==> src/rtl/rca_seq_ctrl.sv <==
// ---------------------------------------------------------------------------
// rca_seq_ctrl
//
// Purpose:
//   Computes a WIDTH-bit add or subtract using a single shared 4-bit
//   ripple-carry slice. One nibble is processed per clock, from the least
//   significant nibble to the most significant. A registered carry links
//   each slice pass to the next one. The wide carry chain is traded for
//   NSLICE clock cycles of latency.
//
// Parameters:
//   WIDTH  operand/result width in bits. Must be a multiple of 4 and at
//          least 8. NSLICE = WIDTH/4 slice passes are needed per operation.
//
// Ports:
//   clk    rising-edge clock
//   rst    synchronous, active-high reset. Aborts any operation in flight.
//   start  request pulse. Only honoured while the controller is idle.
//   sub    0 selects a+b+cin. 1 selects a-b (two's complement, cin ignored).
//   cin    carry-in for add mode
//   a, b   operands, captured on an accepted start
//   busy   high while slices are being processed
//   done   one-cycle completion pulse
//   sum    result register. Holds partial results while busy.
//   cout   final carry-out (add: carry; subtract: 1 means no borrow)
//   ovf    signed overflow of the final result
// ---------------------------------------------------------------------------
module rca_seq_ctrl #(
   parameter int WIDTH = 16
) (
   input  logic             clk,
   input  logic             rst,
   input  logic             start,
   input  logic             sub,
   input  logic             cin,
   input  logic [WIDTH-1:0] a,
   input  logic [WIDTH-1:0] b,
   output logic             busy,
   output logic             done,
   output logic [WIDTH-1:0] sum,
   output logic             cout,
   output logic             ovf
);

   localparam int NSLICE = WIDTH / 4;
   localparam int IDXW   = (NSLICE > 1) ? $clog2(NSLICE) : 1;
   localparam logic [IDXW-1:0] LAST_IDX = IDXW'(NSLICE - 1);

   typedef enum logic [1:0] {
      IDLE,
      RUN,
      DONE
   } state_t;

   state_t state;
   state_t next_state;

   logic [IDXW-1:0]  idx;
   logic             carry;
   logic [WIDTH-1:0] op_a;
   logic [WIDTH-1:0] op_b;

   logic [3:0]       nib_a;
   logic [3:0]       nib_b;
   logic [3:0]       slice_sum;
   logic [4:0]       ripple;
   logic             last_slice;

   // The state register. Reset returns the controller to IDLE no matter
   // what it was doing, so a half-finished operation is simply dropped.
   always_ff @(posedge clk) begin
      if (rst) begin
         state <= IDLE;
      end else begin
         state <= next_state;
      end
   end

   // Next-state logic. A start request is only looked at in IDLE. Starts
   // seen in RUN or DONE fall through without effect, and nothing queues
   // them. DONE always lasts a single cycle, which produces the one-cycle
   // done pulse.
   always_comb begin
      next_state = state;
      case (state)
         IDLE: begin
            if (start) begin
               next_state = RUN;
            end
         end
         RUN: begin
            if (last_slice) begin
               next_state = DONE;
            end
         end
         DONE: begin
            next_state = IDLE;
         end
         default: begin
            next_state = IDLE;
         end
      endcase
   end

   // Select the nibble of each latched operand that the shared slice works
   // on in this cycle. The index is scaled by four through concatenation.
   // This keeps the select index exactly as wide as the operand address.
   always_comb begin
      nib_a      = op_a[{idx, 2'b00} +: 4];
      nib_b      = op_b[{idx, 2'b00} +: 4];
      last_slice = (idx == LAST_IDX);
   end

   // The shared 4-bit ripple-carry slice. It is built from four explicit
   // full adders, so the carry chain really is only four cells long. The
   // registered carry from the previous pass enters at ripple[0].
   always_comb begin
      ripple    = '0;
      slice_sum = '0;
      ripple[0] = carry;
      for (int i = 0; i < 4; i++) begin
         slice_sum[i] = nib_a[i] ^ nib_b[i] ^ ripple[i];
         ripple[i+1] = (nib_a[i] & nib_b[i]) |
                       (nib_a[i] & ripple[i]) |
                       (nib_b[i] & ripple[i]);
      end
   end

   // Datapath registers.
   // On an accepted start the operands are captured. For subtraction, B is
   // inverted and the carry is preset to 1, so the slice only ever adds.
   // Each RUN cycle writes one nibble of the result and passes the slice
   // carry on to the next nibble. The last pass also records the final
   // carry. It records signed overflow as well: both addends share a sign
   // bit, but the new result's sign bit differs from it. The result
   // registers are not touched in IDLE or DONE. The previous answer
   // therefore stays visible until the next operation starts overwriting
   // it.
   always_ff @(posedge clk) begin
      if (rst) begin
         idx   <= '0;
         carry <= 1'b0;
         op_a  <= '0;
         op_b  <= '0;
         sum   <= '0;
         cout  <= 1'b0;
         ovf   <= 1'b0;
      end else begin
         case (state)
            IDLE: begin
               if (start) begin
                  op_a  <= a;
                  op_b  <= sub ? ~b : b;
                  carry <= sub ? 1'b1 : cin;
                  idx   <= '0;
               end
            end
            RUN: begin
               sum[{idx, 2'b00} +: 4] <= slice_sum;
               carry                  <= ripple[4];
               if (last_slice) begin
                  idx  <= '0;
                  cout <= ripple[4];
                  ovf  <= (op_a[WIDTH-1] == op_b[WIDTH-1]) &&
                          (slice_sum[3] != op_a[WIDTH-1]);
               end else begin
                  idx <= idx + IDXW'(1);
               end
            end
            default: begin
            end
         endcase
      end
   end

   // Status outputs are decoded straight from the state register. They
   // therefore have no combinational path from any input.
   assign busy = (state == RUN);
   assign done = (state == DONE);

endmodule

==> config.mk <==
export PLATFORM = sky130hd
export DESIGN_NAME = rca_seq_ctrl
export DESIGN_NICKNAME = d
export VERILOG_FILES = /design/src/rtl/rca_seq_ctrl.sv
export SDC_FILE = /design/constraint.sdc
export NUM_CORES = 1
export LEC_CHECK = 0
export BUFFER_PORTS_ARGS = -buffer_cell sky130_fd_sc_hd__buf_2
export CAP_MARGIN = 30
export CORE_ASPECT_RATIO = 0.6
export CORE_MARGIN = 3
export CORE_UTILIZATION = 54
export DETAILED_ROUTE_END_ITERATION = 8
export PLACE_DENSITY = 0.82
export SYNTH_ARGS = -nofsm -noshare
export SYNTH_HDL_FRONTEND = slang
export SYNTH_SLANG_ARGS = --single-unit
export TNS_END_PERCENT = 30
==> constraint.sdc <==
create_clock -name clk -period 4.02 [get_ports clk]
set_input_delay 0.603 -clock clk [delete_from_list [all_inputs] [get_ports clk]]
set_output_delay 0.603 -clock clk [all_outputs]
set_load 0.005 [all_outputs]
==> results.toml <==
[power_and_ir_drop]
p_per_area_nw_per_um2 = 366.2
leakage_nw = 1.197
ir_drop_v = 0.0002254

[clock_network]
clk_pin_slew_ns = 0.09
cts_resized = 0
cts_tree = "done"
insertion_delay_ns = 0.31
hold_buffers = 0
cts_max_level = 2
post_cts_buffers = 0
clock_path_buffers = 2
cts_root_buffer = "clkbuf_8"
cts.sinks = 55
numCtsBuffers = 5

[grt]
grt_pass1_wl_um = 9418
grt_max_degree = 61
grt_overflow = 0
grt_util_all_layers_pct = 21.98
first_global_vias = 1902
antenna_found_initial = 0

[critical_path]
path_class = "flop to flop"
critPathRequiredTime_ns = 4.23
cp_slowest_cell = "fa_1"
cp_slowest_stage_delay_ns = 0.59
path_cells = "mux4_2 > fa_1 > inv_1 > fa_1 > fa_1 > inv_1 > fa_1 > inv_1 > or3_1 > a211oi_1"
r2r-end = "ovf"
cp_max_fo = 6
cp-end-kind = "flop"
r2r_slack_ns = 0.74
worstReg2RegStart = "idx[0]"
cpMostUsedCell = "fa_1"
crit_start = "idx[0]"
reg2reg_depth = 10
critical_path_arrival_ns = 3.49
start_kind = "flop"
endpoint = "ovf"

[detailed_routing]
drtIter0Drc = 148
via_per_inst = 5.503
drt_first_pass_iters = 4
drc = 0
totalWireLength_um = 5857
ant_nets = 0
wire_per_inst_um = 15.17
num_vias = 2124

[place]
globalplace.congestion = 0.9081
portBuffers = 56
post-dp-hpwl_um = 4326
placed_area_um2 = 2870

[final_layout]
num-nets-final = 372
drive_gt1_share_pct = 22.70
final_area_um2 = 2952
fillCellCount = 366
multi_input_area_um2 = 1339
final_cell_mix = "56 x buf_2, 55 x dfxtp_1, 42 x nand2_1"
regArea_um2 = 1101
final_common_cell = "buf_2"
antenna_cells = 0
syn2layout_area_growth_pct = 13.69

[floorplanning]
die_area_um2 = 5703
die_y_um = 59.71
rows = 18
core-area_um2 = 4369
io_pins = 57
die_width_um = 95.52
start_util_pct = 59.42

[outcome]
outcome = "complete, no violations"

[yosys]
seq_area_frac_synth_pct = 42.41
avgSynthCellArea_um2 = 9.306
yosysWarnings = 0
yosys.area.top_type = "dfxtp_1"
synth-seq-cells = 55
ys_types = 36
syn-cell-area_um2 = 2596
syn_inst = 279
synth_top_area_share_pct = 42.41
syn_nets = 326
synth_top_cells_by_area = "dfxtp_1 42%, mux4_2 6.1%, nand2_1 6.1%, xnor2_1 5.4%, a21oi_1 5.2%"

[flow_run]
drv_cap = 0

[timing]
grt_setup_unrepaired = "false"
fin_crit_sh_pct = 81.49
setup_tns_ns = 0
slew_viol_final = 0
fmax_mhz = 305.3
max_slew_margin_pct = 31.13
worstMarginPinSlew_ns = 1.033
period_needed_ns = 3.276
clock_skew_ns = 0.009220
hold_viol_final = 0
setup_violations = 0

[min_path]
hp-class = "flop to flop"
hp-start = "op_a[9]"
worst min-delay path by stage:
| stage | depth (start not counted) | to | slack [ns] |
|---|---|---|---|
| 2_1_floorplan | 2 | op_a[6] | 0.43 |
| 3_3_place_gp | 2 | sum[8] | 0.44 |
| 3_5_place_dp | 2 | sum[10] | 0.45 |
| 4_1_cts | 2 | sum[10] | 0.46 |
| 5_1_grt | 2 | sum[5] | 0.48 |
| 6_report | 2 | op_a[9] | 0.46 |
stage by stage:
step	setup slack (ns)	util, %	hold WS (ns)	cells	power, mW
after floorplan	0.8655	-	0.4315	279	0.7367
after global placement	0.8928	65.69	0.4375	378	0.7911
after detailed placement	0.7755	65.69	0.4471	378	0.7956
after CTS	0.7384	67.55	0.4591	386	1.077
after global routing	0.5749	67.55	0.4800	386	1.130
final	0.7443	67.55	0.4555	386	1.081
critical path: cells and delay by family (launching register included):
kind / cells / cell delay [ns]
muxes: 1 / 0.56
adders and majority gates: 4 / 1.34
AOI/OAI and AO/OA: 1 / 0.23
DFF: 1 / 0.53
buffers and inverters: 3 / 0.22
and+or+nand+nor: 1 / 0.30
metal layers:
| metal | up-vias | track usage, % | part of all wire [%] |
|---|---|---|---|
| li1 | 1056 | - | - |
| met1 | 970 | 33.17 | 49 |
| met2 | 89 | 30.55 | 41 |
| met3 | 9 | 6.918 | 9.5 |
| met4 | 0 | 5.263 | 0.89 |
| met5 | - | 0 | 0 |
logic make-up (layout without fill, tap and decap cells):
group	after synthesis	count (layout)	synth area share, %
simple gates	97	97	18.02
xor+xnor	16	16	5.397
buf+inv	34	81	6.265
compound gates	58	58	14.46
mux	9	9	7.470
flops	55	55	42.41
fa+ha+maj	10	10	5.976
cell type report:
class                   count  share of cell area, %
flip-flops and latches     55                  37.30
well taps                  60                  2.543
multi-input cells         190                  45.36
repair buffers             59                  10.26
clock inverters             1                 0.1696
inverters                  14                  1.780
clock buffers               7                  2.586
cells in the mapped netlist (all sizes together):
library cell / number
a32o: 1
and2b: 1
nand2: 42
or3b: 1
nand4: 9
nand2b: 4
dfxtp: 55
a211oi: 17
and2: 1
a32oi: 5
a31oi: 1
a21oi: 27
inv: 14
xnor2: 16
buf: 15
nor3b: 1
o21bai: 1
fa: 4
or3: 2
and4bb: 1
ha: 6
nor2b: 4
clkbuf: 5
mux2i: 1
o21ai: 2
mux4: 8
nor2: 26
o32ai: 4
nand3b: 4
and3b: 1
where the power goes:
group          internal (mW)  switching (mW)
clock                  0.123           0.170
combinational         0.0829           0.106
sequential             0.575          0.0240
total                  0.780           0.301
registers in the layout, indices dropped and copies added (netlist names):
| register | flops |
|---|---|
| carry | 1 |
| cout | 1 |
| idx | 2 |
| op_a | 16 |
| op_b | 16 |
| ovf | 1 |
| state | 2 |
| sum | 16 |
Note: power is estimated with default switching activity, not from simulation.
